[src/rtl/cntb_ctrl_if.sv]
// Request, datapath and result signals of the count-bits controller.
// The slave modport is the controller side.
interface cntb_ctrl_if #(
    parameter int unsigned ID_W = 4
);
    localparam int unsigned DATA_W = 32;
    localparam int unsigned IDX_W  = 5;

    logic              req0_valid_i;
    logic              req0_ready_o;
    logic [DATA_W-1:0] req0_rs0_i;
    logic [IDX_W-1:0]  req0_rs1_i;
    logic [ID_W-1:0]   req0_id_i;

    logic              req1_valid_i;
    logic              req1_ready_o;
    logic [DATA_W-1:0] req1_rs0_i;
    logic [IDX_W-1:0]  req1_rs1_i;
    logic [ID_W-1:0]   req1_id_i;

    logic              cu_start_o;
    logic [DATA_W-1:0] cu_rs0_o;
    logic [DATA_W-1:0] cu_rs1_o;
    logic              cu_done_i;
    logic [DATA_W-1:0] cu_rd_i;

    logic              res_valid_o;
    logic              res_ready_i;
    logic [DATA_W-1:0] res_data_o;
    logic [ID_W-1:0]   res_id_o;
    logic              res_src_o;
    logic              res_err_o;

    modport slave (
        input  req0_valid_i, req0_rs0_i, req0_rs1_i, req0_id_i,
        input  req1_valid_i, req1_rs0_i, req1_rs1_i, req1_id_i,
        input  cu_done_i, cu_rd_i, res_ready_i,
        output req0_ready_o, req1_ready_o,
        output cu_start_o, cu_rs0_o, cu_rs1_o,
        output res_valid_o, res_data_o, res_id_o, res_src_o, res_err_o
    );

    modport master (
        output req0_valid_i, req0_rs0_i, req0_rs1_i, req0_id_i,
        output req1_valid_i, req1_rs0_i, req1_rs1_i, req1_id_i,
        output cu_done_i, cu_rd_i, res_ready_i,
        input  req0_ready_o, req1_ready_o,
        input  cu_start_o, cu_rs0_o, cu_rs1_o,
        input  res_valid_o, res_data_o, res_id_o, res_src_o, res_err_o
    );
endinterface

[src/rtl/cntb_ctrl.sv]
// Two-requester round-robin controller for the count-bits datapath:
// issues one operation at a time, bounds the wait, clamps and returns the result.
module cntb_ctrl #(
    parameter int unsigned ID_W    = 4,
    parameter int unsigned TIMEOUT = 16
) (
    input  logic         clk_i,
    input  logic         rst_i,
    cntb_ctrl_if.slave   bus,
    output logic         busy_o
);
    localparam int unsigned DATA_W = 32;
    localparam int unsigned CNT_W  = 8;
    localparam logic [DATA_W-1:0] MAX_RUN = DATA_W'(32);

    localparam logic [1:0] S_IDLE  = 2'd0;
    localparam logic [1:0] S_ISSUE = 2'd1;
    localparam logic [1:0] S_WAIT  = 2'd2;
    localparam logic [1:0] S_RESP  = 2'd3;

    logic [1:0]        state_q, state_d;
    logic              ptr_q, ptr_d;
    logic [CNT_W-1:0]  cnt_q, cnt_d;
    logic              src_q, src_d;
    logic [ID_W-1:0]   id_q, id_d;
    logic              cu_start_q, cu_start_d;
    logic [DATA_W-1:0] cu_rs0_q, cu_rs0_d;
    logic [DATA_W-1:0] cu_rs1_q, cu_rs1_d;
    logic              res_valid_q, res_valid_d;
    logic [DATA_W-1:0] res_data_q, res_data_d;
    logic [ID_W-1:0]   res_id_q, res_id_d;
    logic              res_src_q, res_src_d;
    logic              res_err_q, res_err_d;
    logic              busy_q, busy_d;

    logic grant0, grant1, idle;

    // Pointer breaks ties; a lone valid requester always wins.
    assign grant0 = bus.req0_valid_i && (!bus.req1_valid_i || !ptr_q);
    assign grant1 = bus.req1_valid_i && (!bus.req0_valid_i || ptr_q);
    assign idle   = (state_q == S_IDLE) && !rst_i;

    assign bus.req0_ready_o = idle && grant0;
    assign bus.req1_ready_o = idle && grant1;

    always_comb begin
        state_d     = state_q;
        ptr_d       = ptr_q;
        cnt_d       = cnt_q;
        src_d       = src_q;
        id_d        = id_q;
        cu_rs0_d    = cu_rs0_q;
        cu_rs1_d    = cu_rs1_q;
        res_data_d  = res_data_q;
        res_id_d    = res_id_q;
        res_src_d   = res_src_q;
        res_err_d   = res_err_q;
        cu_start_d  = 1'b0;
        res_valid_d = 1'b0;
        busy_d      = 1'b0;

        case (state_q)
            S_IDLE: begin
                if (grant0 || grant1) begin
                    state_d  = S_ISSUE;
                    src_d    = grant1;
                    ptr_d    = !grant1;
                    id_d     = grant1 ? bus.req1_id_i : bus.req0_id_i;
                    cu_rs0_d = grant1 ? bus.req1_rs0_i : bus.req0_rs0_i;
                    cu_rs1_d = grant1 ? DATA_W'(bus.req1_rs1_i) : DATA_W'(bus.req0_rs1_i);
                end
            end
            S_ISSUE: begin
                state_d = S_WAIT;
                cnt_d   = '0;
            end
            S_WAIT: begin
                cnt_d = cnt_q + CNT_W'(1);
                // Done wins over a coincident timeout.
                if (bus.cu_done_i || (cnt_q == CNT_W'(TIMEOUT - 1))) begin
                    state_d   = S_RESP;
                    cu_rs0_d  = '0;
                    cu_rs1_d  = '0;
                    res_id_d  = id_q;
                    res_src_d = src_q;
                    if (!bus.cu_done_i) begin
                        res_data_d = '0;
                        res_err_d  = 1'b1;
                    end else if (bus.cu_rd_i > MAX_RUN) begin
                        res_data_d = MAX_RUN;
                        res_err_d  = 1'b1;
                    end else begin
                        res_data_d = bus.cu_rd_i;
                        res_err_d  = 1'b0;
                    end
                end
            end
            default: begin
                if (bus.res_ready_i) begin
                    state_d    = S_IDLE;
                    res_data_d = '0;
                    res_id_d   = '0;
                    res_src_d  = 1'b0;
                    res_err_d  = 1'b0;
                end
            end
        endcase

        cu_start_d  = (state_d == S_ISSUE);
        res_valid_d = (state_d == S_RESP);
        busy_d      = (state_d != S_IDLE);
    end

    always_ff @(posedge clk_i or posedge rst_i) begin
        if (rst_i) begin
            state_q     <= S_IDLE;
            ptr_q       <= 1'b0;
            cnt_q       <= '0;
            src_q       <= 1'b0;
            id_q        <= '0;
            cu_start_q  <= 1'b0;
            cu_rs0_q    <= '0;
            cu_rs1_q    <= '0;
            res_valid_q <= 1'b0;
            res_data_q  <= '0;
            res_id_q    <= '0;
            res_src_q   <= 1'b0;
            res_err_q   <= 1'b0;
            busy_q      <= 1'b0;
        end else begin
            state_q     <= state_d;
            ptr_q       <= ptr_d;
            cnt_q       <= cnt_d;
            src_q       <= src_d;
            id_q        <= id_d;
            cu_start_q  <= cu_start_d;
            cu_rs0_q    <= cu_rs0_d;
            cu_rs1_q    <= cu_rs1_d;
            res_valid_q <= res_valid_d;
            res_data_q  <= res_data_d;
            res_id_q    <= res_id_d;
            res_src_q   <= res_src_d;
            res_err_q   <= res_err_d;
            busy_q      <= busy_d;
        end
    end

    assign bus.cu_start_o  = cu_start_q;
    assign bus.cu_rs0_o    = cu_rs0_q;
    assign bus.cu_rs1_o    = cu_rs1_q;
    assign bus.res_valid_o = res_valid_q;
    assign bus.res_data_o  = res_data_q;
    assign bus.res_id_o    = res_id_q;
    assign bus.res_src_o   = res_src_q;
    assign bus.res_err_o   = res_err_q;
    assign busy_o          = busy_q;
endmodule

[src/flat_wrapper.sv]
// flat-port wrapper written by rule: the top's interface ports become plain ports
module cntb_ctrl_flat 
#(
    parameter int unsigned ID_W    = 4,
    parameter int unsigned TIMEOUT = 16
)
  (clk_i, rst_i, busy_o, bus_req0_valid_i, bus_req0_rs0_i, bus_req0_rs1_i, bus_req0_id_i, bus_req1_valid_i, bus_req1_rs0_i, bus_req1_rs1_i, bus_req1_id_i, bus_cu_done_i, bus_cu_rd_i, bus_res_ready_i, bus_req0_ready_o, bus_req1_ready_o, bus_cu_start_o, bus_cu_rs0_o, bus_cu_rs1_o, bus_res_valid_o, bus_res_data_o, bus_res_id_o, bus_res_src_o, bus_res_err_o);
  cntb_ctrl_if #(.ID_W(ID_W)) bus_i ();
  input  logic clk_i;
  input  logic rst_i;
  output logic busy_o;
  input wire logic [$bits(bus_i.req0_valid_i)-1:0] bus_req0_valid_i;
  input wire logic [$bits(bus_i.req0_rs0_i)-1:0] bus_req0_rs0_i;
  input wire logic [$bits(bus_i.req0_rs1_i)-1:0] bus_req0_rs1_i;
  input wire logic [$bits(bus_i.req0_id_i)-1:0] bus_req0_id_i;
  input wire logic [$bits(bus_i.req1_valid_i)-1:0] bus_req1_valid_i;
  input wire logic [$bits(bus_i.req1_rs0_i)-1:0] bus_req1_rs0_i;
  input wire logic [$bits(bus_i.req1_rs1_i)-1:0] bus_req1_rs1_i;
  input wire logic [$bits(bus_i.req1_id_i)-1:0] bus_req1_id_i;
  input wire logic [$bits(bus_i.cu_done_i)-1:0] bus_cu_done_i;
  input wire logic [$bits(bus_i.cu_rd_i)-1:0] bus_cu_rd_i;
  input wire logic [$bits(bus_i.res_ready_i)-1:0] bus_res_ready_i;
  output wire logic [$bits(bus_i.req0_ready_o)-1:0] bus_req0_ready_o;
  output wire logic [$bits(bus_i.req1_ready_o)-1:0] bus_req1_ready_o;
  output wire logic [$bits(bus_i.cu_start_o)-1:0] bus_cu_start_o;
  output wire logic [$bits(bus_i.cu_rs0_o)-1:0] bus_cu_rs0_o;
  output wire logic [$bits(bus_i.cu_rs1_o)-1:0] bus_cu_rs1_o;
  output wire logic [$bits(bus_i.res_valid_o)-1:0] bus_res_valid_o;
  output wire logic [$bits(bus_i.res_data_o)-1:0] bus_res_data_o;
  output wire logic [$bits(bus_i.res_id_o)-1:0] bus_res_id_o;
  output wire logic [$bits(bus_i.res_src_o)-1:0] bus_res_src_o;
  output wire logic [$bits(bus_i.res_err_o)-1:0] bus_res_err_o;
  assign bus_i.req0_valid_i = bus_req0_valid_i;
  assign bus_i.req0_rs0_i = bus_req0_rs0_i;
  assign bus_i.req0_rs1_i = bus_req0_rs1_i;
  assign bus_i.req0_id_i = bus_req0_id_i;
  assign bus_i.req1_valid_i = bus_req1_valid_i;
  assign bus_i.req1_rs0_i = bus_req1_rs0_i;
  assign bus_i.req1_rs1_i = bus_req1_rs1_i;
  assign bus_i.req1_id_i = bus_req1_id_i;
  assign bus_i.cu_done_i = bus_cu_done_i;
  assign bus_i.cu_rd_i = bus_cu_rd_i;
  assign bus_i.res_ready_i = bus_res_ready_i;
  assign bus_req0_ready_o = bus_i.req0_ready_o;
  assign bus_req1_ready_o = bus_i.req1_ready_o;
  assign bus_cu_start_o = bus_i.cu_start_o;
  assign bus_cu_rs0_o = bus_i.cu_rs0_o;
  assign bus_cu_rs1_o = bus_i.cu_rs1_o;
  assign bus_res_valid_o = bus_i.res_valid_o;
  assign bus_res_data_o = bus_i.res_data_o;
  assign bus_res_id_o = bus_i.res_id_o;
  assign bus_res_src_o = bus_i.res_src_o;
  assign bus_res_err_o = bus_i.res_err_o;
  cntb_ctrl #(.ID_W(ID_W), .TIMEOUT(TIMEOUT)) u_core (.clk_i(clk_i), .rst_i(rst_i), .bus(bus_i), .busy_o(busy_o));
endmodule
[config.mk]
export PLATFORM = sky130hd
export DESIGN_NAME = cntb_ctrl_flat
export DESIGN_NICKNAME = d
export VERILOG_FILES = /design/src/rtl/cntb_ctrl_if.sv /design/src/rtl/cntb_ctrl.sv /design/src/flat_wrapper.sv
export SDC_FILE = /design/constraint.sdc
export NUM_CORES = 1
export LEC_CHECK = 0
export CAP_MARGIN = 20
export CORE_AREA = 2 2 106 108
export CTS_BUF_LIST = sky130_fd_sc_hd__clkbuf_16
export CTS_CLUSTER_DIAMETER = 200
export DETAILED_ROUTE_END_ITERATION = 6
export DIE_AREA = 0 0 108 110
export PLACE_DENSITY_LB_ADDON = 0.12
export SYNTH_ARGS = -nofsm -noshare
export SYNTH_HDL_FRONTEND = slang
export SYNTH_SLANG_ARGS = --single-unit
[constraint.sdc]
create_clock -name clk_i -period 6.3 [get_ports clk_i]
set_input_delay 1.26 -clock clk_i [delete_from_list [all_inputs] [get_ports clk_i]]
set_output_delay 1.26 -clock clk_i [all_outputs]
set_load 0.03 [all_outputs]
==> results of run 1 <==
==> routing by layer <==
metal,global-route usage [%],vias up,wire length [um]
met4,9.25,0,351
met2,34.9,160,6250
met5,0,-,0
met3,5.29,24,907
met1,28.0,1938,5450
li1,-,1927,-
==> worst max-delay path: stages <==
cell             delay [ns]
clkdlybuf4s50_1        0.87
nand2_1                0.37
nor3_1                 0.25
clkdlybuf4s50_1        0.71
==> final cells by class <==
| class | instances | area (sq um) |
|---|---|---|
| well taps | 140 | 175 |
| inverters | 12 | 47.5 |
| multi-input cells | 305 | 1940 |
| flip-flops and latches | 94 | 2350 |
| fillers | 908 | 3860 |
| repair buffers | 205 | 2040 |
| clock inverters | 6 | 55.1 |
| clock buffers | 9 | 225 |
==> cells in the final DEF, fill, tap and decap left out, types with 2 or more instances in the layout <==
cell type,instances
and4_1,5
nor2_1,10
ha_1,4
a21oi_1,2
a22o_1,2
nand2_1,14
a211oi_1,38
inv_1,12
o21ai_0,45
nand4_1,2
nor4_1,7
a21o_1,43
a32o_1,6
conb_1,27
clkdlybuf4s50_1,199
clkbuf_16,9
mux2i_1,7
and2_1,26
nand3_1,41
dfrtp_1,94
o2bb2ai_1,3
buf_4,5
clkinv_2,2
nor3_1,3
==> worst paths after layout <==
| path | end | slack [ns] | cells after the start |
|---|---|---|---|
| worst min-delay path | u_core.bus.cu_rs0_o[25]$_DFFE_PP0P_ | 0.48 | 1 |
| min in group asynchronous | u_core.bus.cu_rs0_o[27]$_DFFE_PP0P_ | 1.36 | 2 |
| worst max-delay path | bus_req1_ready_o | 1.58 | 4 |
| worst max register to register | u_core.bus.cu_rs1_o[1]$_DFFE_PP0P_ | 3.56 | 6 |
| max in group asynchronous | u_core.bus.res_data_o[4]$_DFFE_PP0P_ | 3.82 | 3 |
| worst min register to register | u_core.bus.cu_rs0_o[25]$_DFFE_PP0P_ | 0.48 | 1 |
==> synthesized netlist by cell type (6+ instances only) <==
cell      number
a21o_1        43
o21ai_0       46
inv_1         12
buf_4         27
nand2_1       14
nor4_1         7
nor2_1        10
a211oi_1      38
mux2i_1        7
and2_1        26
a32o_1         6
dfrtp_1       94
clkbuf_1      27
nand3_1       41
==> logic make-up (layout without fill, tap and decap cells) <==
group                      Yosys count  in the layout  share of synthesized area (%)
adders and majority gates            5              5                           1.36
DFF                                 94             94                           51.3
AOI/OAI and AO/OA                  147            147                           22.5
and+or+nand+nor                    117            117                           14.0
xor gates and xnor gates             2              2                          0.382
other                                1             27                         0.0818
buffers and inverters               74            232                           8.87
muxes                                7              7                           1.53
==> through the flow <==
step / utilization [%] / std cells
floorplan: - / 473
global placement: 61.2 / 755
detailed placement: 61.3 / 756
CTS: 64.0 / 771
global route: 64.0 / 771
finish: 64.0 / 771
==> power breakdown <==
group	switching, mW	leakage [nW]	internal (mW)
combinational	0.749	1.78	0.472
sequential	0.0825	1.25	0.749
clock	0.220	0.140	0.301
total	1.05	3.18	1.52
==> registers in the layout (all words and copies together) (netlist names) <==
signal / count
u_core.cnt_q: 8
u_core.bus.res_src_o: 1
u_core.bus.res_id_o: 4
u_core.src_q: 1
u_core.id_q: 4
u_core.bus.res_valid_o: 1
u_core.busy_o: 1
u_core.ptr_q: 1
u_core.bus.cu_rs1_o: 5
u_core.state_q: 2
u_core.bus.res_data_o: 32
u_core.bus.cu_rs0_o: 32
u_core.bus.cu_start_o: 1
u_core.bus.res_err_o: 1
==> impl_metrics.yaml, run 1 <==
grt:
  antenna_found_initial: 0
  grt_max_degree: 61
  grt_use_total_pct: 21.6
  grt_pass1_vias: 4014
  grt_overflow: 0
  grt_pass1_wl_um: 20200
final_layout:
  drive_above_1_share_pct: 4.28
  design_area_sq_um: 6840
  area_delta_synth_final_pct: 49.2
  final_nets: 752
  n_antenna_cell: 0
floorplanning:
  top_level_ports: 227
  rows: 38
  die_w_um: 108
  die_h_um: 110
  die_area_sq_um: 11900
  coreArea_sq_um: 10700
  start_util_pct: 42.9
timing:
  min_period_over_period_pct: 74.9
  slew_viol_final: 0
  fin_setup_tns_ns: 0
  fin_ws_ns: 1.58
  final_hold_viol_count: 0
  finalClockSkew_ns: 0.00587
  setup_violations: 0
  fmax_mhz: 212
  rsz0062_at_grt: "no"
  whs_ns: 0.476
  slew_headroom_pct: 30.9
  fin_crit_ns: 4.72
  tightestPinTransition_ns: 1.04
drt:
  first_pass_iters: 4
  wl_per_cell_um: 16.8
  avgViaCountPerCell: 5.25
  wl_um: 13000
  drtIter0Drc: 175
  vias: 4049
  drc: 0
  postRouteAntennaNets: 0
logic_synthesis:
  netlist_area_sq_um: 4590
  yosys_register_bits: 94
  ys_top_cells_by_area: "dfrtp_1 51%, a21o_1 7.0%, a211oi_1 6.2%"
  ys_types: 42
  yosys.area.top_type: "dfrtp_1"
  synth-edff-count: 0
  ys_seq_area_share_pct: 51.3
  yosys.area.top_type_share_pct: 51.3
  syn_inst: 447
  async_flop_share_pct: 100
  synth_warnings: 0
  syn_avg_cell_area_sq_um: 10.3
  synth_top_flop_cell: "dfrtp_1"
clocking:
  clkTransAtPathRegs_ns: 0.06
  ctsResizeCount: 0
  cts_setup_buffers: 0
  root_buffer: "clkbuf_16"
  ctsHoldBuffers: 0
  numCtsBuffers: 9
  cts_tree: "yes"
  clock_latency_ns: 0.33
  cts_sinks: 94
  clock_path_buffers: 2
  htree_levels: 3
placement:
  port_buffers: 199
  place_ws_ns: 1.54
  placed_area_sq_um: 6560
  dp_hpwl_um: 9290
  place.gp.congestion: 0.789
power:
  p_per_area_nw_per_um2: 376
  ir_worst_vdd_mv: 0.191
  totalPowerFinal_mw: 2.57
  power_leakage_nw: 3.18
critical_path:
  crit_path_max_fanout: 15
  required_ns: 5.04
  r2r-start: "u_core.state_q[0]$_DFF_PP0_"
  cp.arrival_ns: 3.46
  cp-startpoint: "bus_req1_valid_i"
  critPathLaunchType: "input port"
  path_class: "in -> out"
  cp-end-kind: "primary output"
run:
  drv_cap: 0
min_path:
  hold_start: "u_core.bus.cu_rs0_o[25]$_DFFE_PP0P_"
  hold_class: "reg -> reg"
outcome:
  status: "finished clean"
Note: power is estimated with default switching activity, not from simulation.
==> inputs of run 2 (changes only) <==
CORE_AREA = 2 2 109 111   (was 2 2 106 108)
DIE_AREA = 0 0 111 113   (was 0 0 108 110)
clock period = 4.7 ns   (was 6.3 ns; I/O delays follow)
==> impl_metrics.yaml, run 2 (same netlist as run 1, synthesis figures left out) <==
outcome:
  status: "finished clean"
clocking:
  ctsHoldBuffers: 0
  cts_setup_buffers: 0
  numCtsBuffers: 9
  cts_tree: "yes"
  htree_levels: 3
  cts_sinks: 94
  clock_path_buffers: 2
  clkTransAtPathRegs_ns: 0.07
  clock_latency_ns: 0.35
  root_buffer: "clkbuf_16"
  ctsResizeCount: 0
power:
  pwr-share-clk_pct: 20.9
  p_switching_mw: 1.43
  totalPowerFinal_mw: 3.49
  power_frac_seq_pct: 32.0
  power_leakage_nw: 3.19
  combPwrFrac_pct: 47.0
  swShare_pct: 41.0
  ir_worst_vdd_mv: 0.283
  p_per_area_nw_per_um2: 507
  p_int_mw: 2.06
timing:
  setup_violations: 0
  whs_ns: 0.476
  tightestPinTransition_ns: 0.948
  fin_setup_tns_ns: 0
  fin_crit_ns: 3.59
  final_hold_viol_count: 0
  fmax_mhz: 278
  rsz0062_at_grt: "no"
  slew_viol_final: 0
  fin_ws_ns: 1.11
  slew_headroom_pct: 36.7
  min_period_over_period_pct: 76.4
  finalClockSkew_ns: 0.00777
critical_path:
  required_ns: 3.76
  cp.arrival_ns: 2.65
  critPathLaunchType: "input port"
  cp-end-kind: "primary output"
  path_common_cell: "buf_4"
  slowest_delay_ns: 0.51
  crit_chain: "clkdlybuf4s50_1 -> buf_4 -> nand2_1 -> nor3_1 -> buf_4"
  slowest_stage: "clkdlybuf4s50_1"
  crit_path_max_fanout: 42
  path_class: "in -> out"
drt:
  wl_um: 13000
  drtIter0Drc: 155
  drt-met1-wl_um: 5300
  first_pass_iters: 4
  postRouteAntennaNets: 0
  met2WireLength_um: 6460
  wl_per_cell_um: 16.8
  vias: 4048
  drc: 0
  avgViaCountPerCell: 5.22
  route.met3.wl_um: 976
  maxUsedRoutingLayer: "met4"
final_layout:
  drive_above_1_share_pct: 5.06
  final_cell_mix: "198 x clkdlybuf4s50_1, 94 x dfrtp_1, 45 x o21ai_0, 43 x a21o_1, 41 x nand3_1"
  final_common_cell: "clkdlybuf4s50_1"
  num-fill-cells: 970
  area_delta_synth_final_pct: 50.0
  final_cells: 776
  n_antenna_cell: 0
  final_nets: 753
grt:
  grt_pass1_wl_um: 20700
  grt_max_degree: 74
  grt_pass1_vias: 4013
  grt_use_total_pct: 20.6
  grt_overflow: 0
  antenna_found_initial: 0
placement:
  place.gp.congestion: 0.743
  post-place-cells: 760
  port_buffers: 199
  dp_hpwl_um: 9370
  place_ws_ns: 1.10
floorplanning:
  die_w_um: 111
  die_area_sq_um: 12500
  start_util_pct: 40.7
  top_level_ports: 227
  rows: 39
  die_h_um: 113
  coreArea_sq_um: 11300
min_path:
  hold_class: "reg -> reg"
run:
  drv_cap: 0
run 2: cell types whose count changed in the layout (fill, tap and decap cells not counted):
cell,previous run,this run
clkinv_4,0,1
clkdlybuf4s50_1,199,198
inv_6,0,1
inv_1,12,11
buf_16,0,1
clkinvlp_4,1,2
buf_4,5,7
clkinv_1,1,0
buf_8,1,0
run 2: worst paths after layout:
path,from,endpoint,slack (ns),depth (start not counted)
worst max-delay path,bus_req1_valid_i,bus_req1_ready_o,1.11,5
min in group asynchronous,rst_i,u_core.state_q[1]$_DFF_PP0_,1.21,2
worst max register to register,u_core.cnt_q[0]$_DFFE_PP0P_,u_core.bus.cu_rs0_o[12]$_DFFE_PP0P_,2.35,5
worst min register to register,u_core.id_q[3]$_DFFE_PP0P_,u_core.id_q[3]$_DFFE_PP0P_,0.48,2
max in group asynchronous,rst_i,u_core.bus.res_data_o[1]$_DFFE_PP0P_,2.63,3
worst min-delay path,u_core.id_q[3]$_DFFE_PP0P_,u_core.id_q[3]$_DFFE_PP0P_,0.48,2
run 2: metal layers:
metal | vias to the layer above | GRT usage (%)
met1 | 1942 | 24.4
met2 | 154 | 35.3
met5 | - | 0
met3 | 23 | 6.27
li1 | 1929 | -
met4 | 0 | 8.17
run 2: area by class of cell:
| cell class | instances | area (sq um) | share of cell area [%] |
|---|---|---|---|
| Clock inverter | 7 | 72.6 | 1.05 |
| Timing Repair Buffer | 206 | 2060 | 30.0 |
| Sequential cell | 94 | 2350 | 34.2 |
| Tap cell | 143 | 179 | 2.60 |
| Clock buffer | 9 | 225 | 3.27 |
| Inverter | 12 | 47.5 | 0.691 |
| Multi-Input combinational cell | 305 | 1940 | 28.2 |
run 2: stage by stage:
step / cell area, sq um / util (%)
after floorplan: 4680 / -
after global placement: 6560 / 58.2
after detailed placement: 6580 / 58.4
after CTS: 6880 / 61.0
after global routing: 6880 / 61.0
final: 6880 / 61.0
run 2: worst max-delay path, delay by kind of cell:
family	cells	cell delay, ns
buf+inv	3	1.14
simple gates	2	0.57
run 2: power by group through the flow:
stage | Combinational, mW | Sequential (mW) | Clock [mW]
2_1_floorplan | 0.791 | 1.40 | 0
3_3_place_gp | 1.61 | 1.12 | 0
3_5_place_dp | 1.65 | 1.13 | 0
4_1_cts | 1.65 | 1.12 | 0.750
5_1_grt | 1.78 | 1.14 | 0.787
6_report | 1.64 | 1.12 | 0.731
